--- config.mk ---
export PLATFORM = sky130hd
export DESIGN_NAME = exc_redirect_ctrl
export DESIGN_NICKNAME = d
export VERILOG_FILES = /design/src/rtl/exc_redirect_ctrl.sv
export SDC_FILE = /design/constraint.sdc
export NUM_CORES = 1
export LEC_CHECK = 0
export BUFFER_PORTS_ARGS = -buffer_cell sky130_fd_sc_hd__buf_4
export CORE_UTILIZATION = 43
export DETAILED_ROUTE_END_ITERATION = 10
export GPL_ROUTABILITY_DRIVEN = 0
export PLACE_DENSITY = 0.81
export SKIP_LAST_GASP = 1
export SYNTH_ARGS = -nofsm -noshare
export SYNTH_HDL_FRONTEND = slang
export SYNTH_SLANG_ARGS = --single-unit
--- constraint.sdc ---
create_clock -name clk -period 2.8 [get_ports clk]
set_clock_uncertainty 0.2 [all_clocks]
set_input_delay 0.28 -clock clk [delete_from_list [all_inputs] [get_ports clk]]
set_output_delay 0.28 -clock clk [all_outputs]
set_load 0.01 [all_outputs]
--- src/rtl/exc_redirect_ctrl.sv ---
// exc_redirect_ctrl: exception / ERET commit sequencer between WB and fetch.
// Picks the highest-priority WB event, fires one cancel plus one CP0 commit
// strobe, holds the fetch redirect until accepted, then drains for a fixed
// number of cycles before taking the next event.
// Optional feature macro: EXC_CNT_EN adds a saturating 16-bit exc_count output.
module exc_redirect_ctrl #(
  parameter logic [31:0] EXC_ENTRY    = 32'hbfc00380,
  parameter int unsigned FLUSH_CYCLES = 2
) (
  input  logic        clk,
  input  logic        resetn,
  input  logic        wb_valid,
  input  logic [31:0] wb_pc,
  input  logic        wb_bd,
  input  logic [6:0]  wb_exc,
  input  logic        wb_ades,
  input  logic        wb_eret,
  input  logic [31:0] cp0_epc,
  input  logic        inst_addr_ok,
  output logic        wb_ready,
  output logic        cancel,
  output logic        exc_commit,
  output logic        eret_commit,
  output logic [4:0]  excode,
  output logic        bd_out,
  output logic [31:0] epc_out,
  output logic        redirect_valid,
  output logic [31:0] redirect_pc
`ifdef EXC_CNT_EN
  ,
  output logic [15:0] exc_count
`endif
);

  localparam int unsigned CNT_W = 4;
  localparam logic [CNT_W-1:0] FLUSH_INIT = CNT_W'(FLUSH_CYCLES);

  // Flag positions inside wb_exc
  localparam int unsigned B_INT     = 6;
  localparam int unsigned B_ADEL_IF = 5;
  localparam int unsigned B_RI      = 4;
  localparam int unsigned B_OV      = 3;
  localparam int unsigned B_SYS     = 2;
  localparam int unsigned B_BRK     = 1;
  localparam int unsigned B_ADE     = 0;

  typedef enum logic [1:0] {
    ST_IDLE  = 2'd0,
    ST_HOLD  = 2'd1,
    ST_DRAIN = 2'd2
  } state_t;

  state_t            state;
  logic [CNT_W-1:0]  drain_cnt;
  logic              is_idle;
  logic              any_exc;
  logic              accept;
  logic [4:0]        code_sel;
  logic [31:0]       epc_sel;

  // Event decode and same-cycle commit strobes for the accept cycle
  always_comb begin
    is_idle     = (state == ST_IDLE);
    any_exc     = |wb_exc;
    accept      = is_idle & wb_valid & (any_exc | wb_eret);
    code_sel    = 5'd0;
    epc_sel     = wb_bd ? (wb_pc - 32'd4) : wb_pc;

    if (wb_exc[B_INT])          code_sel = 5'd0;
    else if (wb_exc[B_ADEL_IF]) code_sel = 5'd4;
    else if (wb_exc[B_RI])      code_sel = 5'd10;
    else if (wb_exc[B_OV])      code_sel = 5'd12;
    else if (wb_exc[B_SYS])     code_sel = 5'd8;
    else if (wb_exc[B_BRK])     code_sel = 5'd9;
    else if (wb_exc[B_ADE])     code_sel = wb_ades ? 5'd5 : 5'd4;

    wb_ready    = is_idle;
    cancel      = accept;
    exc_commit  = accept & any_exc;
    eret_commit = accept & ~any_exc;
    excode      = exc_commit ? code_sel : 5'd0;
    bd_out      = exc_commit & wb_bd;
    epc_out     = exc_commit ? epc_sel : 32'd0;
  end

  // Sequencer: latch redirect on accept, hold until fetch takes it, then drain
  always_ff @(posedge clk or negedge resetn) begin
    if (!resetn) begin
      state          <= ST_IDLE;
      drain_cnt      <= '0;
      redirect_valid <= 1'b0;
      redirect_pc    <= 32'd0;
    end else begin
      case (state)
        ST_IDLE: begin
          if (accept) begin
            state          <= ST_HOLD;
            redirect_valid <= 1'b1;
            redirect_pc    <= any_exc ? EXC_ENTRY : cp0_epc;
          end
        end
        ST_HOLD: begin
          if (inst_addr_ok) begin
            redirect_valid <= 1'b0;
            if (FLUSH_CYCLES == 0) begin
              state <= ST_IDLE;
            end else begin
              state     <= ST_DRAIN;
              drain_cnt <= FLUSH_INIT;
            end
          end
        end
        ST_DRAIN: begin
          if (drain_cnt <= CNT_W'(1)) begin
            state     <= ST_IDLE;
            drain_cnt <= '0;
          end else begin
            drain_cnt <= drain_cnt - CNT_W'(1);
          end
        end
        default: begin
          state          <= ST_IDLE;
          redirect_valid <= 1'b0;
        end
      endcase
    end
  end

`ifdef EXC_CNT_EN
  // Saturating count of committed exceptions (ERET excluded)
  always_ff @(posedge clk or negedge resetn) begin
    if (!resetn) begin
      exc_count <= 16'd0;
    end else if (exc_commit && (exc_count != 16'hffff)) begin
      exc_count <= exc_count + 16'd1;
    end
  end
`endif

endmodule

==> results.json, run 1 <==
{
  "clock-sinks": 39,
  "grt_pass1_wl_um": 11900,
  "synth_top_family_by_area": "simple AND/OR/NAND/NOR gates",
  "root_buffer": "clkbuf_8",
  "portBuffers": 151,
  "synth_cells": 252,
  "via_per_inst": 5.21,
  "synth_xor_xnor_area_share_pct": 10.5,
  "ant_nets": 0,
  "hold_path_class": "in -> reg",
  "swShare_pct": 34.3,
  "power.static_leakage_nw": 1.84,
  "yosys.area_share.simple_pct": 26.2,
  "yosysUniqueCellTypes": 45,
  "fin_crit_sh_pct": 92.4,
  "postCtsHoldBufs": 17,
  "cp_max_fo": 8,
  "hold_viol": 0,
  "critPathTopFamily": "simple AND/OR/NAND/NOR gates",
  "io_pins": 153,
  "synth_mux_area_share_pct": 0.935,
  "overflow": 0,
  "first_pass_iters": 4,
  "final_nets": 500,
  "ys_seq_elements": 39,
  "fillerInstances": 366,
  "drv_cap": 0,
  "fmax_mhz": 387,
  "wl_per_cell_um": 15.3,
  "post-dp-hpwl_um": 5520,
  "post-synth-top-count-cell": "nor2_1",
  "synth_area_leaders": "dfrtp_1, xnor2_1, a22o_1, nor2_1, o22a_1",
  "numCtsBuffers": 5,
  "clockBufferDepth": 2,
  "synth_common_cells": "nor2_1, dfrtp_1, xnor2_1",
  "status": "finished clean",
  "synth_compound_area_share_pct": 15.8,
  "cpMaxStageDelayCell": "or4_4",
  "cp-startpoint": "wb_pc[20]",
  "setup_tns_ns": 0,
  "cp.arrival_ns": 2.11,
  "critPathMaxStageDelay_ns": 0.54,
  "startpoint_type": "input port",
  "crit_chain": "buf_4, or4_4, or4_4, nor4_4, xnor2_1, nor2_2, buf_4",
  "antenna_found_initial": 0,
  "p_per_area_mw_per_mm2": 494,
  "synth-edff-count": 0,
  "synth_top_area_share_pct": 40.5,
  "r2r_start": "state[1]",
  "rows": 26,
  "postSynthAreaPerCell_um2": 9.56,
  "min_from": "cp0_epc[28]",
  "grt_pass1_vias": 2524,
  "path_clk_slew_ns": 0.07,
  "combPwrFrac_pct": 40.7,
  "synthFlopType": "dfrtp_1",
  "synth_seq_area_share_pct": 40.5,
  "p_sw_uw": 662,
  "drive_above_1_share_pct": 44.5,
  "yosys.area.top_type": "dfrtp_1",
  "diodes": 0,
  "ctsHtreeMaxLevel": 2,
  "power_frac_clock_pct": 25.2,
  "cts_tree": "yes",
  "cts_setup_buffers": 0,
  "clkLatencyLatePin_ns": 0.29,
  "async_flop_share_pct": 100,
  "die_area_mm2": 0.00590,
  "finalInstanceArea_mm2": 0.00391,
  "p_seq_share_pct": 34.1,
  "vdd_drop_max_v": 0.000286,
  "wl_um": 7500,
  "end_kind": "output pin",
  "total_power_mw": 1.93,
  "grt_max_degree": 40,
  "die_w_um": 76.8,
  "maxSlewViolCount": 0,
  "initial_core_util_pct": 46.0,
  "syn2layout_area_growth_pct": 62.1,
  "period_minus_slack_ns": 2.59,
  "internal_power_mw": 1.27,
  "syn-cell-area_mm2": 0.00241,
  "worst-path-buf-inv": 2,
  "die_y_um": 76.8,
  "synth_nets": 333,
  "crit_required_ns": 2.32,
  "drc": 0,
  "track_usage_pct": 25.6,
  "finalSetupViolCount": 0,
  "yosys.area_share.adder_pct": 1.56,
  "rsz0062_at_grt": "no",
  "core-area_mm2": 0.00524,
  "vias": 2551,
  "place_area_mm2": 0.00361,
  "ctsResizeCount": 0,
  "yosys_warnings": 0,
  "drtIter0Drc": 99,
  "criticalPathCategory": "in -> out"
}
==> metrics by stage <==
step | cells | worst slack [ns] | hold slack (ns) | util (%)
4_1_cts | 489 | 0.213 | 0.00122 | 74.4
2_1_floorplan | 252 | 0.512 | -0.216 | -
3_3_place_gp | 464 | 0.253 | 0.0704 | 68.9
3_5_place_dp | 464 | 0.212 | 0.0738 | 68.9
5_1_grt | 490 | 0.134 | 0.00460 | 74.6
6_report | 490 | 0.213 | 0.00694 | 74.6
==> flip-flops by register name, indices dropped and copies added (netlist names) <==
register and cells:
state 2, redirect_pc 32, drain_cnt 4, redirect_valid 1
==> metal layers <==
| layer | routed length, um | up-vias | GRT usage, % |
|---|---|---|---|
| met5 | 0 | - | 0 |
| li1 | - | 1226 | - |
| met3 | 757 | 13 | 8.10 |
| met4 | 144 | 0 | 8.46 |
| met2 | 3690 | 139 | 43.9 |
| met1 | 2900 | 1173 | 30.1 |
==> cells by family (layout without fill, tap and decap cells) <==
family / after synthesis / after routing
other: 1 / 1
muxes: 2 / 2
adders and majority gates: 3 / 3
and+or+nand+nor: 105 / 105
buffers and inverters: 24 / 192
AOI/OAI and AO/OA: 49 / 49
xor gates and xnor gates: 29 / 29
DFF: 39 / 39
==> worst reg2reg max path: stages (launching register included) <==
cell and delay, ns:
dfrtp_1 0.49, nor2_1 0.18, and2_1 0.33, nand3_1 0.17
inv_1 0.33, buf_4 0.25, a22o_1 0.15
==> power by group through the flow <==
stage               Combinational (mW)  Clock [mW]  Sequential, mW
CTS                              0.784       0.497           0.656
global placement                 0.745           0           0.665
global route                     0.857       0.518           0.663
finish                           0.785       0.486           0.657
detailed placement               0.760           0           0.667
floorplan                        0.407           0           0.642
==> area by class of cell <==
class | count | area, um2 | area share [%]
tap | 70 | 87.6 | 2.24
timing repair buffer | 175 | 1360 | 34.8
clock inverter | 2 | 35.0 | 0.897
inverter | 9 | 33.8 | 0.865
multi-input combinational | 189 | 1330 | 34.1
clock buffer | 6 | 82.6 | 2.11
sequential | 39 | 976 | 25.0
==> worst paths after layout <==
check	to	slack, ns	depth (start not counted)
worst max register to register	redirect_pc[6]	0.63	6
worst min-delay path	redirect_pc[28]	0.007	2
worst min register to register	redirect_valid	0.29	1
worst max-delay path	epc_out[30]	0.21	7
max in group asynchronous	redirect_pc[0]	1.78	2
min in group asynchronous	redirect_pc[13]	0.28	2
==> layout by cell type (no fill, tap or decap), drive strengths merged, types with 5 or more instances in the layout <==
master and count:
buf 157, xnor2 25, nand2 10, a22o 21, clkbuf 6, o22a 12, nor4 8, and3 5
or4 5, nor3 12, a21oi 5, nor2 46, o21ai 6, dlygate4sd3 18, dfrtp 39, inv 9
Power figures use the tool's default switching activity.
==> run 2: changes to the inputs <==
clock period = 2.4 ns   (was 2.8 ns; I/O delays follow)
==> run 2 against run 1 <==
  * The run now ends with setup timing left
  * Combinational power up 26%
  * Flip-flop and latch count stayed put
  * Critical path depth unchanged
  * Cell count grew 5.5%
  * Critical path type unchanged
  * Highest routed layer unchanged
==> results.json, run 2 (synthesis gave the netlist of run 1 again) <==
{
  "fmax_mhz": 407,
  "portBuffers": 151,
  "criticalPathCategory": "in -> out",
  "cts_tree": "yes",
  "swShare_pct": 35.2,
  "grt_max_degree": 40,
  "die_area_mm2": 0.00590,
  "first_pass_iters": 4,
  "wl_per_cell_um": 16.2,
  "grt_pass1_wl_um": 13500,
  "critPathMaxStageDelay_ns": 0.53,
  "pre_cts_slack_ns": -0.0788,
  "failed_checks": "setup timing",
  "ant_nets": 0,
  "status": "complete, but fails checks",
  "internal_power_mw": 1.50,
  "period_minus_slack_ns": 2.45,
  "antenna_found_initial": 0,
  "diodes": 0,
  "setup_slack_ns": -0.0547,
  "cp_max_fo": 8,
  "finalSetupViolCount": 5,
  "hold_path_class": "in -> async",
  "largest_reg_flops": 32,
  "die_w_um": 76.8,
  "overflow": 0,
  "cp.arrival_ns": 2.01,
  "drive_above_1_share_pct": 45.4,
  "power.static_leakage_nw": 1.97,
  "core-area_mm2": 0.00524,
  "crit_required_ns": 1.96,
  "io_pins": 153,
  "grt_pass1_vias": 2758,
  "end_kind": "output pin",
  "worst-path-buf-inv": 2,
  "power_frac_clock_pct": 24.1,
  "combPwrFrac_pct": 42.6,
  "p_per_area_mw_per_mm2": 554,
  "maxSlewViolCount": 0,
  "numCtsBuffers": 5,
  "die_y_um": 76.8,
  "critPathTopFamily": "simple AND/OR/NAND/NOR gates",
  "wl_um": 8390,
  "drtIter0Drc": 121,
  "r2r_slack_ns": 0.44,
  "track_usage_pct": 29.1,
  "r2r_start": "state[1]",
  "hold_viol": 0,
  "rsz0062_at_grt": "yes",
  "via_per_inst": 5.26,
  "critPathMostFrequentCell": "or4_4",
  "largest-register": "redirect_pc",
  "vias": 2717,
  "vdd_drop_max_v": 0.000267,
  "final_core_util_pct": 79.9,
  "top_regs": "redirect_pc x32, drain_cnt x4, state x2",
  "startpoint_type": "input port",
  "p_seq_share_pct": 33.3,
  "drv_cap": 0,
  "cpMaxStageDelayCell": "or4_4",
  "drc": 0,
  "path_clk_slew_ns": 0.08,
  "post-dp-hpwl_um": 5760,
  "crit_chain": "buf_6, or4_4, or4_4, nor4_4, xnor2_1, nor2_2, buf_4",
  "fin_crit_sh_pct": 102,
  "clockBufferDepth": 2,
  "layout_commonest_cell": "buf_4",
  "final_nets": 527,
  "clock-sinks": 39,
  "final_cell_mix": "buf_4, nor2_1, dfrtp_1",
  "rows": 26,
  "clkLatencyLatePin_ns": 0.29,
  "syn2layout_area_growth_pct": 73.7,
  "cp-startpoint": "wb_pc[20]",
  "root_buffer": "clkbuf_8",
  "initial_core_util_pct": 46.0,
  "p_sw_uw": 816,
  "ctsHtreeMaxLevel": 2
}
-- run 2: changes by cell type in the layout (fill, tap and decap cells not counted), sizes merged --
cell         delta
clkinv          +1
dlygate4sd3    +16
buf            +11
clkbuf          -1
-- run 2: final timing paths --
check / to / depth (start not counted)
worst min register to register: redirect_pc[22] / 1
worst max-delay path: epc_out[28] / 7
worst min-delay path: redirect_pc[17] / 2
min in group clk: state[0] / 4
max in group asynchronous: state[1] / 2
worst max register to register: redirect_pc[14] / 6
-- run 2: what timing repair did --
action / in CTS / in global routing
endpoints found under the setup margin: 11 / 20
hold buffers: 34 / 0
hold endpoints to repair: 72 / 0
cloned: 0 / 0
pin swaps: 1 / 2
buffers inserted: 1 / 0
gates resized for setup: 3 / 6
-- run 2: per-stage QoR --
step,total power [mW],instances,area [um2],setup TNS [ns],hold WS [ns]
after global routing,2.45,517,4180,-0.738,0.297
final,2.32,517,4180,-0.154,0.281
after detailed placement,1.69,474,3690,-0.311,0.0323
after global placement,1.67,474,3690,-0.133,0.0336
after CTS,2.29,517,4160,-0.184,0.237
after floorplan,1.22,252,2410,0,-0.256
-- run 2: worst reg2reg max path, stage by stage, from the launching register on --
cell,delay [ns]
dfrtp_2,0.49
nor2_2,0.15
and2_4,0.21
nand3_1,0.11
inv_1,0.32
buf_4,0.26
a22o_1,0.18
-- run 2: final cells by class --
cell class / instances / area [um2]
Sequential cell: 39 / 977
Multi-Input combinational cell: 189 / 1350
Fill cell: 338 / 1050
Clock inverter: 3 / 43.8
Inverter: 9 / 33.8
Timing Repair Buffer: 202 / 1620
Clock buffer: 5 / 68.8
Tap cell: 70 / 87.6
-- run 2: power by group through the flow --
stage	registers [mW]	clock network [mW]	logic, mW
final	0.773	0.558	0.987
after global routing	0.783	0.592	1.07
after CTS	0.766	0.557	0.971
after detailed placement	0.779	0	0.916
after global placement	0.776	0	0.896
after floorplan	0.749	0	0.475
-- run 2: layer usage --
layer	vias up	GRT usage (%)	routed length [um]
met2	143	50.4	4140
li1	1279	-	-
met4	0	9.42	169
met3	16	9.05	806
met5	-	0	0
met1	1279	34.0	3270
==> run 3: changes to the inputs <==
CORE_UTILIZATION = 39   (was 43)
CTS_CLUSTER_DIAMETER = 80   (was unset)
PLACE_DENSITY = 0.77   (was 0.81)
RECOVER_POWER = 25   (was unset)
clock period = 2.1 ns   (was 2.4 ns; I/O delays follow)
==> run 3 against run 2 <==
  * The run still ends with setup timing left
  * Sequential share of layout area shrank 1.9 points
  * Die area grew 10%
  * Cell count grew 4.6%
  * Clock power grew 15%
  * Design area grew 8.5%
  * Register-to-register slack lost 0.10 ns
  * First-iteration DRC count grew 12%
  * Global-route usage shrank 3.2 points
  * Largest cell class unchanged
==> results.json, run 3 (synthesis gave the netlist of run 1 again) <==
{
  "critPathMostFrequentCell": "or4_4",
  "clockBufferDepth": 2,
  "max_slew_margin_pct": 38.0,
  "top_regs": "redirect_pc x32, drain_cnt x4, state x2",
  "final_nets": 546,
  "ant_nets": 0,
  "maxSlewViolCount": 0,
  "track_usage_pct": 25.9,
  "worstMarginPinSlew_ns": 0.929,
  "numCtsBuffers": 5,
  "fmax_mhz": 419,
  "hold_viol": 0,
  "drv_cap": 0,
  "grt_max_degree": 40,
  "antenna_found_initial": 0,
  "hold_depth": 4,
  "min_from": "wb_eret",
  "cp.arrival_ns": 1.97,
  "path_clk_slew_ns": 0.07,
  "p_per_area_mw_per_mm2": 597,
  "r2r_slack_ns": 0.34,
  "syn2layout_area_growth_pct": 88.5,
  "ctsHtreeMaxLevel": 2,
  "clock-sinks": 39,
  "die_w_um": 80.6,
  "r2r_cells": 7,
  "die_y_um": 80.6,
  "fillerInstances": 406,
  "rows": 28,
  "r2r_start": "drain_cnt[0]",
  "reg2reg_to": "drain_cnt[0]",
  "portBuffers": 151,
  "grt_pass1_vias": 2749,
  "setup_tns_ns": -1.98,
  "initial_core_util_pct": 40.4,
  "fin_crit_sh_pct": 114,
  "post-dp-hpwl_um": 5470,
  "vdd_drop_max_v": 0.000457,
  "status": "complete, but fails checks",
  "root_buffer": "clkbuf_8",
  "cpMaxStageDelayCell": "or4_4",
  "clkLatencyLatePin_ns": 0.29,
  "wl_per_cell_um": 15.3,
  "drc": 0,
  "largest_reg_flops": 32,
  "power.static_leakage_nw": 2.17,
  "first_pass_iters": 4,
  "period_minus_slack_ns": 2.38,
  "grt_pass1_wl_um": 12900,
  "cp_max_fo": 8,
  "critPathMaxStageDelay_ns": 0.55,
  "crit_required_ns": 1.69,
  "setup_slack_ns": -0.284,
  "startpoint_type": "input port",
  "place_area_mm2": 0.00384,
  "overflow": 0,
  "finalInstanceArea_mm2": 0.00454,
  "final_cell_mix": "buf_4, nor2_1, dfrtp_1",
  "drtIter0Drc": 135,
  "failed_checks": "setup timing",
  "hold_path_class": "in -> reg",
  "rsz0062_at_grt": "yes",
  "wl_um": 8280,
  "worstHoldEndpoint": "redirect_pc[2]",
  "io_pins": 153,
  "crit_chain": "buf_6, or4_4, or4_4, nor4_4, xnor2_1, nor2_2, buf_4",
  "total_power_mw": 2.71,
  "drive_above_1_share_pct": 50.6,
  "criticalPathCategory": "in -> out",
  "largest-register": "redirect_pc",
  "final_core_util_pct": 76.2,
  "layout_commonest_cell": "buf_4",
  "core-area_mm2": 0.00596,
  "diodes": 0,
  "die_area_mm2": 0.00649,
  "vias": 2753,
  "finalSetupViolCount": 9,
  "cts_tree": "yes",
  "via_per_inst": 5.09,
  "end_kind": "output pin",
  "pre_cts_slack_ns": -0.307
}
[run 3: cell types whose count changed in the layout (fill, tap and decap cells not counted), moves of 3 or more]
cell / previous run / this run
nor3_4: 0 / 3
nor4_4: 3 / 7
nor3_1: 9 / 5
nor4_2: 3 / 0
buf_6: 2 / 5
buf_4: 165 / 175
[run 3: cell type report]
type                       count  area [um2]  area share, %
clock buffer                   6        82.6           1.82
clock inverter                 2        35.0          0.772
inverter                       9        38.8          0.854
multi-input combinational    189        1480           32.6
sequential                    39         976           21.5
tap                           75        93.8           2.07
timing repair buffer         221        1830           40.4
[run 3: repair_timing]
action                                  in CTS  in global routing
cloned                                       1                  0
setup buffers                                2                  3
pin swaps                                   19                 16
hold endpoints to repair                    72                  0
resized for setup                           24                 18
hold buffers                                34                  0
endpoints found under the setup margin      33                 27
[run 3: worst max path at each step]
stage | cells after the start | from | end
2_1_floorplan | 6 | wb_pc[20] | epc_out[28]
3_3_place_gp | 7 | wb_pc[20] | epc_out[30]
3_5_place_dp | 7 | wb_pc[20] | epc_out[28]
4_1_cts | 7 | wb_pc[19] | epc_out[30]
5_1_grt | 7 | wb_pc[19] | epc_out[30]
6_report | 7 | wb_pc[19] | epc_out[28]
[run 3: critical path, delay by kind of cell]
kind | cells | cell delay [ns]
simple gates | 4 | 1.37
buf+inv | 2 | 0.22
xor+xnor | 1 | 0.16
[run 3: power by group]
part           internal (mW)  leakage (nW)  switching (mW)  total [mW]
Combinational          0.608          1.64           0.613        1.22
Clock                  0.384        0.0612           0.257       0.641
Sequential             0.806         0.473          0.0394       0.845
Total                   1.80          2.17           0.910        2.71
[run 3: metrics by stage]
stage,std cells,hold slack [ns]
floorplan,252,-0.286
global placement,494,-0.00253
detailed placement,494,0.00204
CTS,539,0.203
global route,541,0.262
finish,541,0.213
[run 3: per-layer routing]
layer	wire length, um	track usage (%)
met1	3090	26.8
met2	4250	48.6
met3	725	6.70
met4	217	10.9
met5	0	0
